## config.mk

```make
export PLATFORM = sky130hd
export DESIGN_NAME = ipc_doorbell_ctrl
export DESIGN_NICKNAME = d
export VERILOG_FILES = /design/src/rtl/ipc_doorbell_pkg.sv /design/src/rtl/ipc_doorbell_ctrl_fifo.sv /design/src/rtl/ipc_doorbell_ctrl.sv
export SDC_FILE = /design/constraint.sdc
export NUM_CORES = 1
export LEC_CHECK = 0
export CELL_PAD_IN_SITES_DETAIL_PLACEMENT = 0
export CELL_PAD_IN_SITES_GLOBAL_PLACEMENT = 1
export CORE_AREA = 2 2 232 120
export CTS_CLUSTER_DIAMETER = 50
export DETAILED_ROUTE_END_ITERATION = 8
export DIE_AREA = 0 0 234 122
export GPL_TIMING_DRIVEN = 1
export MAX_ROUTING_LAYER = met4
export PLACE_DENSITY = 0.86
export SLEW_MARGIN = 30
export SYNTH_ARGS = -nofsm -noshare
export SYNTH_HDL_FRONTEND = slang
export SYNTH_SLANG_ARGS = --single-unit
```

## constraint.sdc

```tcl
create_clock -name clk_clk -period 6.6 [get_ports clk_clk]
set_input_delay 1.65 -clock clk_clk [delete_from_list [all_inputs] [get_ports clk_clk]]
set_output_delay 1.65 -clock clk_clk [all_outputs]
set_load 0.005 [all_outputs]
```

## src/rtl/ipc_doorbell_pkg.sv

```systemverilog
// Shared constants for the HPS <-> Nios II doorbell controller:
// Avalon word offsets and STATUS register bit positions.
package ipc_doorbell_pkg;

    localparam logic [1:0] REG_TX     = 2'd0;
    localparam logic [1:0] REG_RX     = 2'd1;
    localparam logic [1:0] REG_STATUS = 2'd2;
    localparam logic [1:0] REG_CTRL   = 2'd3;

    localparam int ST_TXFULL = 16;
    localparam int ST_RXNE   = 17;
    localparam int ST_OVF    = 18;

endpackage

```

## src/rtl/ipc_doorbell_ctrl_fifo.sv

```systemverilog
// ipc_sync_fifo: single-clock FIFO carrying notify IDs one way.
// Ports: push_i/pop_i/din_i in; dout_o (combinational head), count_o, full_o, empty_o out.
module ipc_sync_fifo #(
    parameter int DATA_W = 16,
    parameter int DEPTH  = 8
) (
    input  logic                          clk_i,
    input  logic                          rst_ni,
    input  logic                          push_i,
    input  logic                          pop_i,
    input  logic [DATA_W-1:0]             din_i,
    output logic [DATA_W-1:0]             dout_o,
    output logic [$clog2(DEPTH):0]        count_o,
    output logic                          full_o,
    output logic                          empty_o
);

    localparam int PTR_W = $clog2(DEPTH);
    localparam int CNT_W = PTR_W + 1;

    logic [DATA_W-1:0] mem_q [DEPTH];
    logic [PTR_W-1:0]  wr_ptr_q, wr_ptr_d;
    logic [PTR_W-1:0]  rd_ptr_q, rd_ptr_d;
    logic [CNT_W-1:0]  count_q, count_d;
    logic              do_push, do_pop;

    assign full_o  = (count_q == CNT_W'(DEPTH));
    assign empty_o = (count_q == '0);
    assign dout_o  = mem_q[rd_ptr_q];
    assign count_o = count_q;

    // A pop in the same cycle frees the slot, so a push to a full FIFO is kept.
    assign do_pop  = pop_i & ~empty_o;
    assign do_push = push_i & (~full_o | do_pop);

    always_comb begin
        wr_ptr_d = wr_ptr_q;
        rd_ptr_d = rd_ptr_q;
        count_d  = count_q;
        if (do_push) wr_ptr_d = wr_ptr_q + PTR_W'(1);
        if (do_pop)  rd_ptr_d = rd_ptr_q + PTR_W'(1);
        case ({do_push, do_pop})
            2'b10:   count_d = count_q + CNT_W'(1);
            2'b01:   count_d = count_q - CNT_W'(1);
            default: count_d = count_q;
        endcase
    end

    always_ff @(posedge clk_i or negedge rst_ni) begin
        if (!rst_ni) begin
            wr_ptr_q <= '0;
            rd_ptr_q <= '0;
            count_q  <= '0;
        end else begin
            wr_ptr_q <= wr_ptr_d;
            rd_ptr_q <= rd_ptr_d;
            count_q  <= count_d;
        end
    end

    always_ff @(posedge clk_i) begin
        if (do_push) mem_q[wr_ptr_q] <= din_i;
    end

endmodule

```

## src/rtl/ipc_doorbell_ctrl.sv

```systemverilog
// Doorbell controller: two Avalon-MM slaves (HPS side 0, Nios side 1), two ID FIFOs.
// Ports: clk_clk, reset_reset_n, h_*/n_* Avalon slaves (readdata latency 1), h_irq/n_irq levels.
module ipc_doorbell_ctrl
    import ipc_doorbell_pkg::*;
#(
    parameter int DATA_W = 16,
    parameter int DEPTH  = 8
) (
    input  logic        clk_clk,
    input  logic        reset_reset_n,
    input  logic [1:0]  h_address,
    input  logic        h_write,
    input  logic [31:0] h_writedata,
    input  logic        h_read,
    output logic [31:0] h_readdata,
    input  logic [1:0]  n_address,
    input  logic        n_write,
    input  logic [31:0] n_writedata,
    input  logic        n_read,
    output logic [31:0] n_readdata,
    output logic        h_irq,
    output logic        n_irq
);

    localparam int CNT_W = $clog2(DEPTH) + 1;

    // Index 0 = HPS side / fifo_h2n, index 1 = Nios side / fifo_n2h.
    // Side s transmits into fifo[s] and receives from fifo[s^1].
    logic [1:0]        addr [2];
    logic [31:0]       wdata [2];
    logic [1:0]        wr, rd;

    logic [1:0]        push, pop, push_ok, full, empty;
    logic [DATA_W-1:0] dout [2];
    logic [CNT_W-1:0]  count [2];
    logic [CNT_W-1:0]  cnt_nxt [2];

    logic [1:0]        ovf_q, ovf_d;
    logic [1:0]        en_q, en_d;
    logic [1:0]        irq_q, irq_d;
    logic [31:0]       rdata_q [2];
    logic [31:0]       rdata_d [2];
    logic [31:0]       st;

    logic              unused_wdata;

    assign addr[0]  = h_address;
    assign addr[1]  = n_address;
    assign wdata[0] = h_writedata;
    assign wdata[1] = n_writedata;
    assign wr       = {n_write, h_write};
    assign rd       = {n_read, h_read};

    assign unused_wdata = ^{h_writedata, n_writedata};

    ipc_sync_fifo #(.DATA_W(DATA_W), .DEPTH(DEPTH)) u_fifo_h2n (
        .clk_i   (clk_clk),
        .rst_ni  (reset_reset_n),
        .push_i  (push[0]),
        .pop_i   (pop[0]),
        .din_i   (h_writedata[DATA_W-1:0]),
        .dout_o  (dout[0]),
        .count_o (count[0]),
        .full_o  (full[0]),
        .empty_o (empty[0])
    );

    ipc_sync_fifo #(.DATA_W(DATA_W), .DEPTH(DEPTH)) u_fifo_n2h (
        .clk_i   (clk_clk),
        .rst_ni  (reset_reset_n),
        .push_i  (push[1]),
        .pop_i   (pop[1]),
        .din_i   (n_writedata[DATA_W-1:0]),
        .dout_o  (dout[1]),
        .count_o (count[1]),
        .full_o  (full[1]),
        .empty_o (empty[1])
    );

    // FIFO-side strobes; a read paired with a write on the same side never pops.
    always_comb begin
        push    = '0;
        pop     = '0;
        push_ok = '0;
        for (int f = 0; f < 2; f++) begin
            push[f]    = wr[f] & (addr[f] == REG_TX);
            pop[f]     = rd[f^1] & ~wr[f^1] & (addr[f^1] == REG_RX) & ~empty[f];
            push_ok[f] = push[f] & (~full[f] | pop[f]);
            cnt_nxt[f] = count[f] + CNT_W'(push_ok[f]) - CNT_W'(pop[f]);
        end
    end

    always_comb begin
        ovf_d = ovf_q;
        en_d  = en_q;
        irq_d = '0;
        st    = '0;
        for (int s = 0; s < 2; s++) begin
            rdata_d[s] = rdata_q[s];
            if (push[s] & ~push_ok[s])
                ovf_d[s] = 1'b1;
            else if (wr[s] && addr[s] == REG_STATUS && wdata[s][ST_OVF])
                ovf_d[s] = 1'b0;
            if (wr[s] && addr[s] == REG_CTRL)
                en_d[s] = wdata[s][0];

            st                = '0;
            st[CNT_W-1:0]     = count[s^1];
            st[ST_TXFULL]     = full[s];
            st[ST_RXNE]       = ~empty[s^1];
            st[ST_OVF]        = ovf_q[s];

            if (rd[s]) begin
                rdata_d[s] = '0;
                if (!wr[s]) begin
                    case (addr[s])
                        REG_RX:
                            if (!empty[s^1]) rdata_d[s] = 32'(dout[s^1]);
                        REG_STATUS: rdata_d[s] = st;
                        REG_CTRL:   rdata_d[s] = {31'd0, en_q[s]};
                        default:    rdata_d[s] = '0;
                    endcase
                end
            end
            // Level follows post-update state so it tracks push/pop edges exactly.
            irq_d[s] = en_d[s] & (cnt_nxt[s^1] != '0);
        end
    end

    always_ff @(posedge clk_clk or negedge reset_reset_n) begin
        if (!reset_reset_n) begin
            ovf_q      <= '0;
            en_q       <= '0;
            irq_q      <= '0;
            rdata_q[0] <= '0;
            rdata_q[1] <= '0;
        end else begin
            ovf_q      <= ovf_d;
            en_q       <= en_d;
            irq_q      <= irq_d;
            rdata_q[0] <= rdata_d[0];
            rdata_q[1] <= rdata_d[1];
        end
    end

    assign h_readdata = rdata_q[0];
    assign n_readdata = rdata_q[1];
    assign h_irq      = irq_q[0];
    assign n_irq      = irq_q[1];

endmodule

```

* After elaboration in Yosys (flattened, before gate mapping) *
Memories as Yosys holds them, arrays and structs flattened.
Cells that the tools add are included.

word-level totals
  latch bits = 0
  logic and storage cells = 102
  memory bits (writable) = 256
  input port bits = 74
  memory bits (read-only) = 0
  output and inout bits = 66
  bits in registers = 90
  memories = 2

cells by class
  $add $sub $neg = 12
  divide/modulo/power cells = 0
  shift operators = 0
  bitwise operators = 30
  multiplexer cells = 18
  reductions and logical operators = 16
  equal/unequal tests = 12
  order comparisons = 0
  multipliers = 0

memories
  name              depth  bits a word  rd ports  clocked after memory_dff  write ports  RTL line                      text
  u_fifo_h2n.mem_q  8      16           1         0                         1            ipc_doorbell_ctrl_fifo.sv:21  logic [DATA_W-1:0] mem_q [DEPTH];
  u_fifo_n2h.mem_q  8      16           1         0                         1            ipc_doorbell_ctrl_fifo.sv:21

operators with widths
  kind                                                                 count
  32-bit case mux with 3 select lines                                  2
  32-bit two-way mux                                                   2
  16-bit two-way mux                                                   2
  1-bit bitwise AND                                                    18
  4-bit case mux with 2 select lines                                   2
  3-bit by 1-bit adder with 3-bit output (second input constant)       4
  2-bit == test (second input constant)                                6
  1-bit two-way mux                                                    10
  4-bit by 1-bit adder with 4-bit output                               2
  4-bit by 1-bit adder with 4-bit output (second input constant)       2
  2-bit by 1-bit == test with 1-bit output (second input constant)     4
  4-bit == test (second input constant)                                2
  4-bit zero test                                                      2
  1-bit inverter                                                       8
  2-bit nonzero test                                                   4
  4-bit nonzero test                                                   2
  4-bit by 1-bit subtractor with 4-bit output                          2
  4-bit by 1-bit subtractor with 4-bit output (second input constant)  2
  1-bit logical AND                                                    6
  2-bit zero test                                                      2
  1-bit bitwise OR                                                     4

* Depth between registers and ports, before layout *
Gate-level depths: netlist of run 1.

  depth after elaboration = 10
  depth in mapped cells = 13
  gate-level depth less buffers = 13

* By module *
Synthesis of run 1 repeated with hierarchy kept, for this count alone.

second synthesis, totals
  cells, all modules = 759
  area total of the unflattened synthesis = 13,551.7 um^2

modules (own cells, without submodules)
  module             times used  cells each  seq. area each (um^2)  area each (um^2)
  ipc_sync_fifo      2           252         4,093.9                5,579.1
  ipc_doorbell_ctrl  1           255         1,101.1                2,393.5

* Worst setup path after synthesis of run 1 *
No wires, ideal clock.

  path kind = input to register
  start = input n_read
  end = memory u_fifo_h2n.mem_q[4][0] (enable)
  setup time = 0.436 ns
  slack = 2.057 ns
  arrival time = 4.107 ns
  stages on the path = 5
  required time = 6.164 ns
  buffers on the path = 1
  path through = buf_2 nand4bb_1 a21oi_2 o21ai_2 nor4b_1

between the ends
  longest elaborated chain between the ends = 8

ends and longest elaborated chain
  what                                     RTL line                      text
  from (decl)                              ipc_doorbell_ctrl.sv:19       input logic n_read,
  1-bit bitwise AND (3 in series)          ipc_doorbell_ctrl.sv:87       pop[f] = rd[f^1] & ~wr[f^1] & (addr[f^1] == REG_RX) & ~empty[f];
  1-bit bitwise AND                        ipc_doorbell_ctrl_fifo.sv:33  assign do_pop = pop_i & ~empty_o;
  1-bit bitwise OR                         ipc_doorbell_ctrl_fifo.sv:34  assign do_push = push_i & (~full_o | do_pop);
  1-bit bitwise AND                        ipc_doorbell_ctrl_fifo.sv:34
  1-bit two-way mux                        ipc_doorbell_ctrl_fifo.sv:62  if (do_push) mem_q[wr_ptr_q] <= din_i;
  1-bit two-way mux (not written as such)  ipc_doorbell_ctrl_fifo.sv:62
  to (decl)                                ipc_doorbell_ctrl_fifo.sv:21

No other way between the ends.

* Worst setup path in the final report of run 1 *
  start = input n_read
  end = register u_fifo_h2n.count_q[3] (netlist: u_fifo_h2n.count_o[3])

between the ends
  longest elaborated chain between the ends = 8
  elaborated cells between the ends (all ways) = 10
  classes of those cells = eq/ne: 2; mux: 1; bitwise: 6; reduce/logical: 1

ends and longest elaborated chain
  what                                                                              RTL line                      text
  1-bit bitwise AND (*) (3 in series)                                               ipc_doorbell_ctrl.sv:87
  1-bit bitwise AND (*)                                                             ipc_doorbell_ctrl_fifo.sv:33
  1-bit bitwise OR                                                                  ipc_doorbell_ctrl_fifo.sv:34
  1-bit bitwise AND                                                                 ipc_doorbell_ctrl_fifo.sv:34
  2-bit by 1-bit == test with 1-bit output / 2-bit == test (equally long branches)  ipc_doorbell_ctrl_fifo.sv:42  case ({do_push, do_pop})
  4-bit case mux with 2 select lines / 2-bit nonzero test (equally long branches)   -
  to (signal assigned)                                                              ipc_doorbell_ctrl_fifo.sv:57  count_q <= count_d;
  to (decl)                                                                         ipc_doorbell_ctrl_fifo.sv:24  logic [CNT_W-1:0] count_q, count_d;

Mark *: on every way between the ends. The rest lies on a longest branch, timed or not.
A chain may end at the register's enable or synchronous reset.

==> results of run 1 <==
## sequential cells by signal (all words and copies together), names as in the netlist, 3 cells and up
name,cells
u_fifo_n2h.rd_ptr_q,3
u_fifo_h2n.count_o,4
u_fifo_h2n.rd_ptr_q,3
u_fifo_h2n.mem_q,128
u_fifo_h2n.wr_ptr_q,3
u_fifo_n2h.wr_ptr_q,3
u_fifo_n2h.mem_q,128
h_readdata,19
u_fifo_n2h.count_o,4
n_readdata,19
## logic make-up (layout without fill, tap and decap cells)
logic type / Yosys count / after routing / synth area share [%]
fa+ha+maj: 26 / 26 / 2.68
simple gates: 106 / 106 / 4.51
buf+inv: 122 / 221 / 4.43
mux: 104 / 104 / 10.7
xor+xnor: 16 / 16 / 1.06
compound gates: 128 / 128 / 6.62
other cells: 1 / 26 / 0.0283
flops: 320 / 320 / 70.0
## Yosys cell counts (3+ instances only)
| cell type | n | area [um^2] |
|---|---|---|
| nor3b_1 | 5 | 37.5 |
| nor2_1 | 10 | 37.5 |
| nor4b_1 | 4 | 35.0 |
| nor4_1 | 5 | 31.3 |
| ha_1 | 22 | 275 |
| xnor2_1 | 11 | 96.3 |
| dfrtp_1 | 64 | 1600 |
| a31o_2 | 3 | 26.3 |
| inv_1 | 57 | 214 |
| nand3b_1 | 3 | 22.5 |
| a21oi_1 | 9 | 45.0 |
| o211ai_1 | 26 | 195 |
| a22oi_1 | 31 | 233 |
| edfxtp_1 | 256 | 7690 |
| fa_1 | 4 | 80.1 |
| mux4_2 | 29 | 653 |
| clkbuf_1 | 17 | 63.8 |
| mux2_2 | 4 | 45.0 |
| buf_4 | 29 | 218 |
| buf_2 | 15 | 75.1 |
| xor2_1 | 5 | 43.8 |
| nand2_1 | 23 | 86.3 |
| nand2b_1 | 9 | 56.3 |
| a31oi_1 | 3 | 18.8 |
| nor3_1 | 9 | 45.0 |
| nand3_1 | 17 | 85.1 |
| o21ai_0 | 38 | 190 |
| nor2b_1 | 10 | 62.6 |
| a2111oi_0 | 3 | 26.3 |
| mux2i_1 | 70 | 701 |
## area by class of cell
type,instances,area [um^2],share of cell area (%)
repair buffers,108,1020,6.57
flip-flops and latches,320,9300,59.9
clock buffers,40,807,5.20
multi-input cells,406,3560,22.9
inverters,59,224,1.44
well taps,360,450,2.90
clock inverters,14,166,1.07
## final timing paths
kind | startpoint | end | slack [ns] | cells past startpoint
max reg2reg | u_fifo_n2h.count_o[3] | u_fifo_n2h.count_o[3] | 3.18 | 12
min | h_readdata[3] | h_readdata[3] | 0.50 | 2
min in group asynchronous | reset_reset_n | h_readdata[12] | 1.08 | 1
min reg2reg | h_readdata[3] | h_readdata[3] | 0.50 | 2
max | n_read | u_fifo_h2n.count_o[3] | 2.06 | 10
max in group asynchronous | reset_reset_n | u_fifo_h2n.rd_ptr_q[0] | 4.98 | 1
## per-layer routing
layer	global-route usage, %	up-vias	part of all wire, %
li1	-	3302	-
met1	31.2	3585	48
met2	29.0	220	45
met3	3.16	30	5.8
met4	3.72	0	1.4
met5	-	-	0
## worst min-delay path, cell delays in order, from the launching register on
cell and delay [ns]:
dfrtp_1 0.34, nand2b_1 0.06, nand3_1 0.07
## power groups by stage
| stage | registers, mW | logic (mW) | clock network [mW] |
|---|---|---|---|
| final | 2.60 | 1.25 | 1.70 |
| after global routing | 2.63 | 1.37 | 1.82 |
| after CTS | 2.60 | 1.25 | 1.73 |
| after detailed placement | 2.65 | 1.24 | 0 |
| after global placement | 2.64 | 1.22 | 0 |
| after floorplan | 2.48 | 0.985 | 0 |
==> flow_metrics.py, run 1 <==
metrics = {
    "global_routing": {
        "grt_max_degree": 65,
        "grt-ovfl-total": 0,
        "first_global_vias": 7075,
        "grt_pass1_wl_um": 42100,
        "antenna_found_initial": 0,
        "grt_usage_pct": 20.3,
    },
    "power": {
        "seq_power_share_pct": 46.9,
        "share_comb_of_total_power_pct": 22.5,
        "p_int_mw": 3.94,
        "switching_share_pct": 29.0,
        "vdd_ir_drop_max_mv": 0.186,
        "power_density_mw_per_mm2": 357,
        "p_total_mw": 5.55,
        "clkPwrFrac_pct": 30.6,
        "p_leak_nw": 5.38,
        "p_sw_mw": 1.61,
    },
    "layout": {
        "final_common_cell": "edfxtp_1",
        "post-route-cell-area_mm2": 0.0155,
        "syn_to_final_growth_pct": 17.0,
        "diodes": 0,
        "post-route-util_pct": 57.8,
        "mostFrequentLayoutCells": "edfxtp_1 (256), clkdlybuf4s50_1 (82), mux2i_1 (70)",
        "layoutNonFillerInstCount": 1307,
        "fill_cells": 1984,
        "final_nets": 1024,
        "drive_gt1_share_pct": 14.3,
    },
    "setup_path": {
        "cp_cell_sequence": "clkdlybuf4s50_1 > buf_4 > nand4bb_1 > a21oi_2 > o21ai_2 > ha_1 > ha_1 > a21oi_1 > o21ai_0 > o311ai_0",
        "crit_slowest_cell": "a21oi_2",
        "cp.buffers_inverters": 2,
        "cp_max_fo": 27,
        "crit_family": "compound AO/OA/AOI/OAI gates",
        "worst_setup_path_start_kind": "primary input",
        "cp-end-kind": "register",
        "crit_top_cell": "ha_1",
        "cp.arrival_ns": 4.98,
        "cpPeakStageDelay_ns": 0.61,
        "cp_data_required_time_ns": 7.04,
        "path_class": "primary input to register",
    },
    "detailed_routing": {
        "ant_nets": 0,
        "wl_per_cell_um": 20.9,
        "drtIter0Drc": 627,
        "drc": 0,
        "drtPass1Iterations": 5,
        "drt-total-wl_um": 27300,
        "vias": 7137,
        "via_per_inst": 5.46,
    },
    "sta": {
        "fin_skew_ns": 0.0137,
        "drv_slew": 0,
        "fin_crit_sh_pct": 68.8,
        "worst_pin_slew_ns": 0.880,
        "maxSlewHeadroom_pct": 41.2,
        "setup_tns_ns": 0,
        "fmax_mhz": 220,
        "whs_ns": 0.501,
        "fin_ws_ns": 2.06,
        "setup_viol": 0,
        "hold_violations": 0,
        "rsz0062_at_grt": "false",
        "min_period_ns": 4.54,
    },
    "yosys": {
        "synthArstFlopShare_pct": 20.0,
        "synth-edff-count": 256,
        "synth_area_mm2": 0.0133,
        "synth_cells": 823,
        "syn_avg_cell_area_um2": 16.1,
        "synth_flop_cell": "edfxtp_1",
        "yosysSeqAreaShare_pct": 70.0,
        "synth_warnings": 0,
        "ys_seq_elements": 320,
        "synthDistinctLibCells": 53,
    },
    "placed_design": {
        "dp_hpwl_um": 17600,
        "placed_cell_area_mm2": 0.0145,
        "pre_cts_ws_ns": 1.50,
        "port-buffer-count": 83,
        "globalplace.congestion": 0.804,
        "dp.cells": 1253,
    },
    "clock_tree": {
        "cts_setup_buffers": 0,
        "h-tree-depth": 1,
        "cts_hold_repair.buffers": 0,
        "clock_sinks": 320,
        "numCtsBuffers": 29,
        "clk_latency_ns": 0.56,
        "cts_buffer_depth": 3,
        "ctsResizeCount": 0,
        "cts_tree": "done",
        "root_buffer": "clkbuf_16",
        "cts.clk_slew.worst_paths_ns": 0.07,
    },
    "floorplanning": {
        "die_w_um": 234,
        "row_count": 43,
        "core_mm2": 0.0268,
        "die_area_mm2": 0.0285,
        "chipHeight_um": 122,
        "io_pins": 140,
        "initial_core_util_pct": 49.4,
    },
    "worst_hold_path": {
        "min_path_type": "register to register",
    },
    "outcome": {
        "outcome": "finished, final reports clean",
    },
    "run": {
        "cap_violations": 0,
    },
}
(Power assumes the default switching activity.)
==> inputs of run 2 (changes only) <==
--- a/config.mk
+++ b/config.mk
@@ -7,13 +7,13 @@
 export LEC_CHECK = 0
 export CELL_PAD_IN_SITES_DETAIL_PLACEMENT = 0
 export CELL_PAD_IN_SITES_GLOBAL_PLACEMENT = 1
-export CORE_AREA = 2 2 232 120
+export CORE_AREA = 2 2 252 130
 export CTS_CLUSTER_DIAMETER = 50
 export DETAILED_ROUTE_END_ITERATION = 8
-export DIE_AREA = 0 0 234 122
+export DIE_AREA = 0 0 254 132
 export GPL_TIMING_DRIVEN = 1
 export MAX_ROUTING_LAYER = met4
-export PLACE_DENSITY = 0.86
+export PLACE_DENSITY = 0.78
 export SLEW_MARGIN = 30
 export SYNTH_ARGS = -nofsm -noshare
 export SYNTH_HDL_FRONTEND = slang
==> constraint.sdc (replaced) <==
create_clock -name clk_clk -period 4.13 [get_ports clk_clk]
set_input_delay 1.0325 -clock clk_clk [delete_from_list [all_inputs] [get_ports clk_clk]]
set_output_delay 1.0325 -clock clk_clk [all_outputs]
set_load 0.005 [all_outputs]
==> run 2 against run 1 <==
- routed wire length is 5.7% higher
- sequential power is 63% higher
- combinational power is 56% higher
- die area is 17% higher
- sequential share of layout area is 0.48 points lower
- register-to-register slack worse by 2.2 ns
- critical endpoint is now u_fifo_n2h.count_o[3]
- largest cell class unchanged
==> flow_metrics.py, run 2 (synthesis results as in run 1) <==
metrics = {
    "floorplanning": {
        "die_area_mm2": 0.0335,
        "io_pins": 140,
        "row_count": 46,
        "core_mm2": 0.0312,
        "die_w_um": 254,
        "initial_core_util_pct": 42.5,
        "chipHeight_um": 132,
    },
    "sta": {
        "fin_crit_sh_pct": 78.3,
        "setup_tns_ns": 0,
        "fin_skew_ns": 0.00863,
        "fmax_mhz": 309,
        "rsz0062_at_grt": "false",
        "worst_pin_slew_ns": 0.878,
        "min_period_ns": 3.23,
        "setup_viol": 0,
        "drv_slew": 0,
        "hold_violations": 0,
        "whs_ns": 0.482,
        "maxSlewHeadroom_pct": 41.5,
    },
    "layout": {
        "mostFrequentLayoutCells": "edfxtp_1 (256), clkdlybuf4s50_1 (82), mux2i_1 (70)",
        "fill_cells": 2615,
        "reg_top3": "u_fifo_h2n.mem_q x128, u_fifo_n2h.mem_q x128",
        "final_common_cell": "edfxtp_1",
        "final_nets": 1031,
        "multi_input_comb_area_mm2": 0.00356,
        "regArea_mm2": 0.00930,
        "syn_to_final_growth_pct": 18.0,
        "drive_gt1_share_pct": 14.6,
    },
    "placed_design": {
        "globalplace.congestion": 0.766,
        "dp_hpwl_um": 18500,
        "port-buffer-count": 83,
    },
    "global_routing": {
        "grt_usage_pct": 18.2,
        "grt_max_degree": 65,
        "grt_pass1_wl_um": 44400,
        "first_global_vias": 7230,
        "antenna_found_initial": 1,
        "grt-ovfl-total": 0,
    },
    "power": {
        "seq_power_share_pct": 47.7,
        "switching_share_pct": 29.4,
        "clkPwrFrac_pct": 30.4,
        "p_sw_mw": 2.62,
        "share_comb_of_total_power_pct": 21.9,
        "p_leak_nw": 5.42,
        "vdd_ir_drop_max_mv": 0.359,
        "p_total_mw": 8.90,
        "power_density_mw_per_mm2": 569,
        "p_int_mw": 6.29,
    },
    "clock_tree": {
        "cts.clk_slew.worst_paths_ns": 0.07,
        "cts_setup_buffers": 0,
        "cts_tree": "done",
        "h-tree-depth": 1,
        "clock_sinks": 320,
        "cts_buffer_depth": 3,
        "cts_hold_repair.buffers": 0,
        "ctsResizeCount": 0,
        "root_buffer": "clkbuf_16",
        "clk_latency_ns": 0.55,
        "numCtsBuffers": 29,
    },
    "detailed_routing": {
        "drc": 0,
        "ant_nets": 0,
        "drtIter0Drc": 848,
        "drtPass1Iterations": 5,
        "vias": 7179,
        "via_per_inst": 5.19,
        "wl_per_cell_um": 20.9,
        "drt-total-wl_um": 28900,
    },
    "setup_path": {
        "cp_max_fo": 10,
        "r2r-end": "u_fifo_n2h.count_o[3]",
        "reg2reg_slack_ns": 1.00,
        "worst_setup_path_start_kind": "primary input",
        "cp-end-kind": "register",
        "r2r_start": "u_fifo_n2h.count_o[3]",
        "r2r.worst_path.cells": 12,
        "cp.arrival_ns": 3.67,
        "cp_data_required_time_ns": 4.57,
        "path_class": "primary input to register",
    },
    "worst_hold_path": {
        "min_path_type": "primary input to async pin",
    },
    "outcome": {
        "outcome": "finished, final reports clean",
    },
    "run": {
        "cap_violations": 0,
    },
}
[run 2: cell types whose count changed in the layout (fill, tap and decap cells not counted)]
cell        previous run  this run
clkinv_4               2         1
clkinvlp_4             4         1
buf_4                 25        32
clkbuf_1               7         3
diode_2                0         1
clkinv_1               0         4
inv_8                  0         1
[run 2: metal layers]
metal	vias to the layer above	track usage, %	share of wire [%]
met2	189	25.2	42
li1	3311	-	-
met4	0	3.92	2.1
met3	39	2.53	5.6
met5	-	-	0
met1	3640	28.4	50
[run 2: power groups by stage]
stage | clock network (mW) | logic, mW | registers (mW)
after floorplan | 0 | 1.57 | 3.97
after global placement | 0 | 1.91 | 4.30
after detailed placement | 0 | 1.95 | 4.30
after CTS | 2.77 | 1.96 | 4.24
after global routing | 2.89 | 2.16 | 4.30
final | 2.71 | 1.95 | 4.24
[run 2: critical path, cell delays in order]
cell	delay [ns]
clkdlybuf4s50_1	0.60
nor2_1	0.12
nand4_4	0.15
inv_2	0.09
o21a_4	0.24
inv_4	0.15
ha_1	0.35
ha_1	0.29
a21oi_1	0.21
o21ai_0	0.13
o311ai_0	0.31
[run 2: area by class of cell]
| type | instances | area share [%] |
|---|---|---|
| tap | 432 | 3.45 |
| timing repair buffer | 115 | 6.85 |
| inverter | 59 | 1.43 |
| sequential | 320 | 59.4 |
| clock inverter | 15 | 1.03 |
| multi-input combinational | 406 | 22.8 |
| antenna | 1 | 0.0160 |
| clock buffer | 36 | 5.06 |
[run 2: stage by stage]
stage	setup WS [ns]	cells	area (um^2)	util, %
after floorplan	0.204	848	13400	-
after global placement	0.337	1332	14700	47.1
after detailed placement	0.344	1332	14700	47.1
after CTS	0.928	1383	15600	50.1
after global routing	0.682	1384	15700	50.2
final	0.896	1384	15700	50.2
[run 2: how the worst max path moves through the flow]
stage	startpoint	to	slack, ns
2_1_floorplan	n_read	u_fifo_h2n.mem_q[4][0]	0.20
3_3_place_gp	h_address[1]	u_fifo_n2h.count_o[3]	0.34
3_5_place_dp	h_address[1]	u_fifo_n2h.count_o[3]	0.34
4_1_cts	h_address[1]	u_fifo_n2h.count_o[3]	0.93
5_1_grt	h_address[1]	u_fifo_n2h.count_o[3]	0.68
6_report	h_address[1]	u_fifo_n2h.count_o[3]	0.90
